<file path="config.mk">
export PLATFORM = sky130hd
export DESIGN_NAME = qbus_slave_seq
export DESIGN_NICKNAME = d
export VERILOG_FILES = /design/src/rtl/qbus_slave_seq.sv
export SDC_FILE = /design/constraint.sdc
export NUM_CORES = 1
export LEC_CHECK = 0
export CORE_ASPECT_RATIO = 2
export CORE_MARGIN = 1
export CORE_UTILIZATION = 41
export DETAILED_ROUTE_END_ITERATION = 16
export GPL_TIMING_DRIVEN = 0
export PLACE_DENSITY_LB_ADDON = 0.15
export SYNTH_ARGS = -nofsm -noshare
export SYNTH_HDL_FRONTEND = slang
export SYNTH_SLANG_ARGS = --single-unit
</file>
<file path="constraint.sdc">
create_clock -name qclk -period 1.9 [get_ports qclk]
set_input_delay 0.19 -clock qclk [delete_from_list [all_inputs] [get_ports qclk]]
set_output_delay 0.19 -clock qclk [all_outputs]
set_load 0.01 [all_outputs]
</file>
<file path="src/rtl/qbus_slave_seq.sv">
// qbus_slave_seq: Q-bus slave cycle sequencer.
// Handles the address phase, DATI/DATO/DATIO data phases with a programmable
// RPLY delay, and interrupt-acknowledge vector or daisy-chain pass-through.
// All bus inputs arrive already synchronized to qclk; all outputs are registered.
module qbus_slave_seq #(
    parameter int unsigned RPLY_DLY = 2
) (
    input  logic        qclk,
    input  logic        reset,
    input  logic        RSYNC,
    input  logic        RDIN,
    input  logic        RDOUT,
    input  logic        RIAKI,
    input  logic        RBS7_in,
    input  logic [15:0] RDAL,
    output logic [12:0] RAL,
    output logic        RBS7,
    output logic [15:0] RDL,
    input  logic [15:0] TDL,
    input  logic        addr_match,
    input  logic        vec_request,
    output logic        write_pulse,
    output logic        assert_vector,
    output logic [15:0] TDAL,
    output logic        TDAL_en,
    output logic        TRPLY,
    output logic        TIAKO
);

    typedef enum logic [3:0] {
        IDLE,
        ADDR,
        DIN_DLY,
        DIN_RPLY,
        DOUT_WR,
        DOUT_DLY,
        DOUT_RPLY,
        IAK_DLY,
        IAK_RPLY,
        IAK_PASS
    } state_t;

    localparam logic [3:0] DLY_LOAD = 4'(RPLY_DLY);

    state_t     state;
    logic [3:0] dly_cnt;
    logic       rsync_q;
    logic       sync_abort;

    // SYNC dropping while inside an address/data cycle abandons that cycle
    assign sync_abort = !RSYNC &&
                        (state inside {ADDR, DIN_DLY, DIN_RPLY, DOUT_WR,
                                       DOUT_DLY, DOUT_RPLY});

    // Bus cycle sequencer; every output is a register updated here
    always_ff @(posedge qclk) begin
        if (reset) begin
            state         <= IDLE;
            dly_cnt       <= 4'd0;
            rsync_q       <= 1'b1;
            RAL           <= 13'd0;
            RBS7          <= 1'b0;
            RDL           <= 16'd0;
            write_pulse   <= 1'b0;
            assert_vector <= 1'b0;
            TDAL          <= 16'd0;
            TDAL_en       <= 1'b0;
            TRPLY         <= 1'b0;
            TIAKO         <= 1'b0;
        end else begin
            rsync_q     <= RSYNC;
            write_pulse <= 1'b0;
            if (sync_abort) begin
                state   <= IDLE;
                dly_cnt <= 4'd0;
                TDAL    <= 16'd0;
                TDAL_en <= 1'b0;
                TRPLY   <= 1'b0;
            end else begin
                case (state)
                    IDLE: begin
                        if (RSYNC && !rsync_q) begin
                            RAL   <= RDAL[12:0];
                            RBS7  <= RBS7_in;
                            state <= ADDR;
                        end else if (!RSYNC && RDIN && RIAKI) begin
                            if (vec_request) begin
                                assert_vector <= 1'b1;
                                TDAL_en       <= 1'b1;
                                TDAL          <= TDL;
                                dly_cnt       <= DLY_LOAD;
                                state         <= IAK_DLY;
                            end else begin
                                TIAKO <= 1'b1;
                                state <= IAK_PASS;
                            end
                        end
                    end
                    ADDR: begin
                        if (addr_match && RDIN) begin
                            TDAL    <= TDL;
                            TDAL_en <= 1'b1;
                            dly_cnt <= DLY_LOAD;
                            state   <= DIN_DLY;
                        end else if (addr_match && RDOUT) begin
                            RDL         <= RDAL;
                            write_pulse <= 1'b1;
                            state       <= DOUT_WR;
                        end
                    end
                    DIN_DLY: begin
                        TDAL <= TDL;
                        if (dly_cnt <= 4'd1) begin
                            dly_cnt <= 4'd0;
                            TRPLY   <= 1'b1;
                            state   <= DIN_RPLY;
                        end else begin
                            dly_cnt <= dly_cnt - 4'd1;
                        end
                    end
                    DIN_RPLY: begin
                        if (!RDIN) begin
                            TRPLY   <= 1'b0;
                            TDAL_en <= 1'b0;
                            TDAL    <= 16'd0;
                            state   <= ADDR;
                        end
                    end
                    DOUT_WR: begin
                        dly_cnt <= DLY_LOAD;
                        state   <= DOUT_DLY;
                    end
                    DOUT_DLY: begin
                        if (dly_cnt <= 4'd1) begin
                            dly_cnt <= 4'd0;
                            TRPLY   <= 1'b1;
                            state   <= DOUT_RPLY;
                        end else begin
                            dly_cnt <= dly_cnt - 4'd1;
                        end
                    end
                    DOUT_RPLY: begin
                        if (!RDOUT) begin
                            TRPLY <= 1'b0;
                            state <= ADDR;
                        end
                    end
                    IAK_DLY: begin
                        if (!RDIN || !RIAKI) begin
                            assert_vector <= 1'b0;
                            TDAL_en       <= 1'b0;
                            TDAL          <= 16'd0;
                            dly_cnt       <= 4'd0;
                            state         <= IDLE;
                        end else begin
                            TDAL <= TDL;
                            if (dly_cnt <= 4'd1) begin
                                dly_cnt <= 4'd0;
                                TRPLY   <= 1'b1;
                                state   <= IAK_RPLY;
                            end else begin
                                dly_cnt <= dly_cnt - 4'd1;
                            end
                        end
                    end
                    IAK_RPLY, IAK_PASS: begin
                        if (!RDIN || !RIAKI) begin
                            assert_vector <= 1'b0;
                            TDAL_en       <= 1'b0;
                            TDAL          <= 16'd0;
                            TRPLY         <= 1'b0;
                            TIAKO         <= 1'b0;
                            state         <= IDLE;
                        end
                    end
                    default: begin
                        state <= IDLE;
                    end
                endcase
            end
        end
    end

endmodule

</file>
==> results of run 1 <==
==> area by class of cell <==
type / instances / area [µm²]
inverter: 7 / 26.3
timing repair buffer: 100 / 1000
fill: 533 / 2010
multi-input combinational: 234 / 1500
sequential: 60 / 1210
buffer: 23 / 166
clock buffer: 11 / 243
clock inverter: 4 / 97.6
tap: 86 / 108
==> what timing repair did <==
item	in CTS	in global routing
buffers inserted	3	7
hold buffers	0	0
gates cloned	0	2
pin swaps	2	5
setup endpoints to repair	53	51
gates resized for setup	19	29
==> how the worst max path moves through the flow <==
stage | to | slack, ns | cells past startpoint
floorplan | RDL[10]$_SDFFE_PP0P_ | 0.06 | 7
global placement | TDAL[2]$_SDFFE_PP0P_ | -0.66 | 6
detailed placement | TDAL[4]$_SDFFE_PP0P_ | -0.69 | 6
CTS | TDAL[4]$_SDFFE_PP0P_ | 0.003 | 6
global route | TDAL[9]$_SDFFE_PP0P_ | 0.003 | 7
finish | TDAL[7]$_SDFFE_PP0P_ | 0.08 | 7
==> metrics by stage <==
| stage | worst slack [ns] | hold WS (ns) | cells |
|---|---|---|---|
| 2_1_floorplan | 0.0634 | 0.320 | 324 |
| 3_3_place_gp | -0.664 | 0.437 | 498 |
| 3_5_place_dp | -0.693 | 0.446 | 498 |
| 4_1_cts | 0.00337 | 0.206 | 516 |
| 5_1_grt | 0.00304 | 0.253 | 525 |
| 6_report | 0.0785 | 0.217 | 525 |
==> routing by layer <==
layer	vias to the layer above	part of all wire, %	global-route usage, %
met3	24	5.3	5.60
li1	1375	-	-
met2	90	55	42.4
met1	1242	35	24.4
met5	-	0	0
met4	0	4.3	14.8
==> worst max-delay path, cell delays in order, from the launching register on <==
cell and delay (ns):
sky130_fd_sc_hd__dfxtp_2 0.35, sky130_fd_sc_hd__buf_6 0.15, sky130_fd_sc_hd__or3_4 0.38, sky130_fd_sc_hd__a31o_4 0.27
sky130_fd_sc_hd__nor3_4 0.25, sky130_fd_sc_hd__buf_6 0.17, sky130_fd_sc_hd__nand3_1 0.08, sky130_fd_sc_hd__o21ai_0 0.09
==> cells in the final DEF (no fill, tap or decap), types with 3 or more instances in the layout <==
cell / synthesis / final
sky130_fd_sc_hd__clkbuf_2: 0 / 3
sky130_fd_sc_hd__o21ai_1: 2 / 4
sky130_fd_sc_hd__nand3_1: 19 / 19
sky130_fd_sc_hd__dfxtp_2: 0 / 4
sky130_fd_sc_hd__nand4_1: 3 / 3
sky130_fd_sc_hd__inv_1: 7 / 7
sky130_fd_sc_hd__o221a_2: 3 / 3
sky130_fd_sc_hd__buf_2: 4 / 3
sky130_fd_sc_hd__dfxtp_1: 60 / 56
sky130_fd_sc_hd__a21oi_1: 23 / 22
sky130_fd_sc_hd__buf_6: 2 / 8
sky130_fd_sc_hd__nor4_1: 5 / 3
sky130_fd_sc_hd__and2_1: 3 / 3
sky130_fd_sc_hd__nor3_4: 1 / 3
sky130_fd_sc_hd__nand2b_1: 4 / 4
sky130_fd_sc_hd__clkdlybuf4s50_1: 0 / 87
sky130_fd_sc_hd__bufinv_16: 0 / 3
sky130_fd_sc_hd__clkbuf_1: 11 / 7
sky130_fd_sc_hd__nand2_1: 55 / 55
sky130_fd_sc_hd__clkbuf_16: 0 / 10
sky130_fd_sc_hd__nor4_4: 1 / 3
sky130_fd_sc_hd__nor2_1: 24 / 24
sky130_fd_sc_hd__o21ai_0: 22 / 20
sky130_fd_sc_hd__a31oi_1: 7 / 6
sky130_fd_sc_hd__buf_4: 5 / 12
sky130_fd_sc_hd__nand3b_1: 6 / 6
sky130_fd_sc_hd__mux2i_1: 18 / 18
==> logic make-up (layout without fill, tap and decap cells) <==
kind of cell	count (synthesis)	after routing	share of synthesized area [%]
buffers and inverters	30	145	5.94
XOR/XNOR	1	1	0.320
multiplexers	18	18	6.58
flip-flops	60	60	43.8
AO/OA/AOI/OAI	76	76	17.6
AND/OR/NAND/NOR	137	137	24.8
adder cells (fa/ha/maj)	2	2	0.913
==> flip-flops by register name, summed over array words and instances (netlist names), 4 cells and up <==
name     cells
RDL         16
TDAL        16
RAL         13
dly_cnt      4
state        4
==> power by group through the flow <==
stage / logic (mW) / clock network, mW / registers [mW]
2_1_floorplan: 1.46 / 0 / 1.82
3_3_place_gp: 2.50 / 0 / 1.72
3_5_place_dp: 2.51 / 0 / 1.73
4_1_cts: 2.66 / 1.88 / 1.72
5_1_grt: 3.24 / 1.93 / 1.76
6_report: 3.01 / 1.86 / 1.73
==> cell usage after synthesis, drive strengths merged, types with 3 or more instances <==
cell / instances
mux2i: 18
nor2: 24
nand3b: 6
a21oi: 24
nand2b: 4
o221a: 3
inv: 7
nand4: 3
nor4: 6
nand2: 55
o21ai: 24
dfxtp: 60
and2: 3
nand3: 19
a31oi: 7
nor3: 6
clkbuf: 11
buf: 12
==> impl_summary.md, run 1 <==
Layout
The number of nets in the layout is 478. The end-of-flow core utilization is 68.4%. In the final layout, the share of cells above drive strength 1 is 16.2%. The layout overhead on the synthesized area is 58.9%. The post-route standard cell area excluding fillers is 4350 µm². The total inserted antenna cells is 0.

Place
Buffers placed on the I/O ports in this run total 88. Detailed placement ended at an HPWL of 5.78 mm. The placed instance area is 3730 µm².

At the end of routability-driven placement, the weighted congestion stood at 0.934.

Routing
The count of TritonRoute iterations in the first routing pass is 4. In the routed design, unresolved DRC markers number 0. The number of nets with antenna violations after routing is 0. In the routed layout, each cell is associated on average with a via count of 5.20. The number of vias after detailed routing is 2731. For this block, the initial DRC count from the detailed router was 88. Dividing the detail-routed wire length by the instance count gives 15.3 µm. The post-detailed-routing wire length is 8.01 mm.

Worst hold path
The tightest min-delay check is of the in2reg type. The path with the worst hold slack has its endpoint at rsync_q$_SDFF_PP1_. Along the worst hold path, the cell count comes to 2. The launch point of the worst hold path is RSYNC.

Pwr
The static leakage power is 1.56 nW. For this design the ratio of total power to cell area is 1510 nW/µm². Total power for the finished layout comes to 6.59 mW. The clock network fraction of design power is 28.2%. The internal portion of the total power is 4.29 mW.

The share of power burned in combinational logic is 45.6%. The switching power of the nets is 2.30 mW. The maximum vdd drop is 0.804 mV. Of the total power, the share spent switching nets is 34.8%. The share of total power dissipated in sequential elements is 26.2%.

Critical path
The number of cells on the worst reg-to-reg path is 7. For flop-to-flop paths, the worst setup slack is 0.08 ns. The worst register-to-register path ends at TDAL[7]$_SDFFE_PP0P_. STA puts the critical path data required time at 2.14 ns. In this run the critical register-to-register path is launched from state[1]$_SDFFE_PP0P_. The worst setup path is captured at a flip-flop. At the worst endpoint, the arrival time is 2.06 ns.

The critical path launch point is state[1]$_SDFFE_PP0P_. The type of the worst setup path is reg2reg. The worst setup path is launched from a flip-flop. The largest driver fanout on the critical path is 10.

Timing
The count of final hold-check violations came to 0. Timing would allow up to 549 MHz. The post-route fraction of the period consumed by the critical path is 95.9%.

Setup repair after global routing left no endpoint under its margin. Adding up every negative setup slack in the final design gives 0 ns. The shortest clock period the worst path allows after layout is 1.82 ns. The final-report setup violation count is 0.

The post-route clock skew is 0.00718 ns. At the pin with the least slew margin, the transition time is 0.553 ns. The number of max-slew violations in the final report is 0. The relative slew slack is 63.1%.

Yosys
Of the synthesized area, sequential elements account for 43.8%. The number of instances in the synthesized netlist is 324. The post-synth design cell area is 2740 µm². The cell type with the largest total area after synthesis is sky130_fd_sc_hd__dfxtp_1. The unique cell type count in the Yosys netlist is 51. The count of flip-flops with a built-in enable after synthesis is 0.

Ranked by total cell area, the synthesized netlist is headed by sky130_fd_sc_hd__dfxtp_1 44%, sky130_fd_sc_hd__nand2_1 7.5%, sky130_fd_sc_hd__mux2i_1 6.6%. Dividing the synthesized area by the synthesized cell count gives 8.46 µm². Synthesis produced a netlist with a net count of 367. The fraction of registers with async set or reset after synthesis is 0%.

Summed over its instances, the top area cell type makes up 43.8% of the synthesized netlist area. Synthesis inferred 60 register bits. The synthesis warning total is 0.

The most used flip-flop cell after synthesis is sky130_fd_sc_hd__dfxtp_1.

Global routing
The first global-routing pass estimated 13.0 mm of wire. The via count of the first global-routing pass is 2707. The initial antenna violation count is 0. The pin count of the biggest net entering global routing is 11. The total congestion overflow is 0. The global router's overall resource usage is 24.2%.

CTS
The number of sinks on the clock net is 60. No sink is reached through more buffers than the 2 on the longest clock path. The clock tree from TritonCTS is yes. The H-tree depth reported by CTS is 3. The CTS root buffer is sky130_fd_sc_hd__clkbuf_16. The total CTS buffers is 9. The clock edge transition at the registers on the reported setup and hold paths is 0.05 ns. The clock insertion delay at the later pin of the skew report is 0.33 ns.

Floorplanning
The vertical die dimension is 118 µm. The number of I/O pins is 92. In this run the horizontal extent of the chip is 59.8 µm. In this run the standard cell core region covers 6360 µm². The initial utilization of the core area, before any placement, comes to 43.1%. The full die area is 7030 µm². After floorplanning, the core was divided into 41 placement rows.

Status
The run finished with clean final reports.

Flow run
The max capacitance violation total is 0.
(Power assumes the default switching activity.)
==> run 2: changes to the inputs <==
SETUP_SLACK_MARGIN = 0.05   (was default)
==> run 2 against run 1 <==
Net effect:
- setup slack worse by 0.0086 ns
- sequential power about the same
- non-clock buffer count grew 3
- sequential share of layout area is 0.29 points lower
- combinational power is 5% higher
- critical path type unchanged
- flip-flop and latch count unchanged
- highest routed layer unchanged
- critical path depth unchanged
- utilization is 0.94 points higher
- via count shrank 0.51%
- first-iteration DRC count is 1.1% higher
==> impl_summary.md, run 2 (synthesis results as in run 1) <==
Place
The placed instance area is 3730 µm². In this run, placement finished with an instance count of 498. The count of buffers from port buffering is 88.

The HPWL reported at the end of detailed placement is 5.78 mm. The pre-CTS worst setup slack is -0.693 ns. The final weighted congestion in routability-driven placement is 0.934.

Critical path
The endpoint kind of the worst setup timing path is a flip-flop. For the worst setup path, the data required time is 2.10 ns. The data arrival time of the worst path is 2.03 ns. The critical path in this run is classified as reg2reg.

STA classifies the critical path startpoint as a flip-flop. Of all nets on the critical path, the largest fanout is 7.

Pwr
Net switching is 35.0% of the power. The share of power burned in combinational logic is 46.7%. The clock network fraction of design power is 27.5%. Dividing total power by cell area gives a power density of 1530 nW/µm². VDD sags by at most 0.805 mV. The static leakage power is 1.58 nW. Summed over all nets, the switching power comes to 2.36 mW. Sequential cells account for 25.8% of the total power.

The internal power is 4.37 mW. The final total power is 6.73 mW.

Layout
The proportion of layout cells with a drive suffix above 1 is 18.6%. In the layout the commonest cells are 87 x sky130_fd_sc_hd__clkdlybuf4s50_1, 55 x sky130_fd_sc_hd__dfxtp_1, 55 x sky130_fd_sc_hd__nand2_1. The count of placed standard cells in the final layout, fillers left out is 528.

In the final layout, the registers with the most flip-flops are RDL: 16 flops, TDAL: 16 flops, RAL: 13 flops. The post-route standard cell area excluding fillers is 4410 µm². The layout overhead on the synthesized area is 61.1%. The number of nets in the layout is 481. 0 antenna diodes ended up in the layout. The library cell used most frequently in the layout, excluding fill and tap cells, is sky130_fd_sc_hd__clkdlybuf4s50_1.

Floorplanning
For this design the top-level I/O count stands at 92. The initial core utilization is 43.1%. Measured along the x axis, the die boundary spans 59.8 µm. The placeable core region is 6360 µm². In this run the core area contains 41 standard-cell rows. The full die area is 7030 µm². Measured along the y axis, the die boundary spans 118 µm.

Timing
Of the available clock period, the critical path in the final layout requires 96.3%. The final-report setup violation count is 0. Measured against its own limit, the worst slew margin works out to 65.3%. The count of final hold-check violations is 0.

The post-layout worst setup margin is 0.0700 ns. At the pin with the least slew margin, the transition time is 0.521 ns. The shortest clock period the worst path allows after layout is 1.83 ns. For the final routed database, the setup TNS stands at 0 ns. The number of max-slew violations in the final report was 0. The maximum clock frequency is 546 MHz. The post-route clock skew is 0.00860 ns. Setup repair after global routing could not meet its margin everywhere.

Routing
The first TritonRoute pass finished after 4 iterations. The routed via count divided by cell count is 5.15. Dividing the detail-routed wire length by the instance count gives 15.4 µm.

For this block, the initial DRC count from the detailed router was 89. The number of nets with antenna violations after routing is 0. After detailed routing, the number of remaining DRC violations is 0. The final route contains 2717 vias. The post-detailed-routing wire length is 8.15 mm.

CTS
The clock reaches the later pin of the worst-skew pair after 0.32 ns. The clock tree from TritonCTS is yes. The number of hold buffers added after CTS was 0. Counting every sink on the clock net gives 60. The number of buffers between clock root and the deepest sink is 2. The total CTS buffers is 9.

After clock tree synthesis, the clock-pin slew on the worst setup and hold paths is 0.05 ns. The tree is rooted in a sky130_fd_sc_hd__clkbuf_16. The H-tree depth reported by CTS is 3.

Global routing
The pin count of the biggest net entering global routing is 11. The wire length of the first global-routing pass is 13.0 mm. The initial antenna violation count came to 0.

The via count of the first global-routing pass is 2715. Global routing finished with a remaining overflow of 0. The global router's overall resource usage is 24.3%.

Flow run
The max capacitance violation total is 0.

Status
The flow ran to the end, and the final reports show no timing, DRC or antenna violations.

Worst hold path
The class of the most critical hold timing path is in2reg.
run 2: cell types whose count changed in the layout (fill, tap and decap cells not counted), sizes merged:
cell | before | now
buf | 24 | 26
clkbuf | 22 | 23
run 2: worst paths after layout:
| check | start | end | slack, ns | cells after the start |
|---|---|---|---|---|
| setup / recovery | state[0]$_SDFFE_PP0P_ | RDL[9]$_SDFFE_PP0P_ | 0.07 | 7 |
| hold / removal | RSYNC | rsync_q$_SDFF_PP1_ | 0.22 | 2 |
| setup reg to reg | state[0]$_SDFFE_PP0P_ | RDL[9]$_SDFFE_PP0P_ | 0.07 | 7 |
| hold reg to reg | TDAL[10]$_SDFFE_PP0P_ | TDAL[10]$_SDFFE_PP0P_ | 0.45 | 2 |
run 2: critical path: stages, from the launching register on:
cell and delay [ns]:
sky130_fd_sc_hd__dfxtp_2 0.32, sky130_fd_sc_hd__buf_6 0.12, sky130_fd_sc_hd__or4b_4 0.53, sky130_fd_sc_hd__nor4_4 0.17, sky130_fd_sc_hd__buf_6 0.17, sky130_fd_sc_hd__clkbuf_16 0.15, sky130_fd_sc_hd__mux2i_1 0.18, sky130_fd_sc_hd__nor2_1 0.05
run 2: metrics by stage:
step / hold slack, ns / util, %
2_1_floorplan: 0.320 / -
3_3_place_gp: 0.437 / 58.6
3_5_place_dp: 0.446 / 58.6
4_1_cts: 0.206 / 66.1
5_1_grt: 0.252 / 69.4
6_report: 0.218 / 69.4
run 2: final cells by class:
type,instances,area [µm²]
Inverter,7,26.3
Sequential cell,60,1210
Clock buffer,11,243
Multi-Input combinational cell,234,1530
Fill cell,529,1950
Clock inverter,4,97.6
Buffer,23,178
Tap cell,86,108
Timing Repair Buffer,103,1020
run 2: repair_timing:
action	4_1_cts	5_1_grt
setup buffers	4	9
pin swaps	4	9
setup endpoints to repair	58	51
endpoints found under the hold margin	0	0
resized for setup	25	40
cloned	1	1
run 2: routing by layer:
metal / GRT usage [%] / wire length (µm) / vias up
met2: 42.8 / 4520 / 84
li1: - / - / 1378
met5: 0 / 0 / -
met3: 5.38 / 365 / 23
met1: 24.5 / 2910 / 1232
met4: 14.2 / 355 / 0
run 2: power by group through the flow:
stage,Clock [mW],Sequential [mW],Combinational [mW]
after floorplan,0,1.82,1.46
after global placement,0,1.72,2.50
after detailed placement,0,1.73,2.51
after CTS,1.88,1.72,2.72
after global routing,1.93,1.77,3.38
final,1.85,1.73,3.15
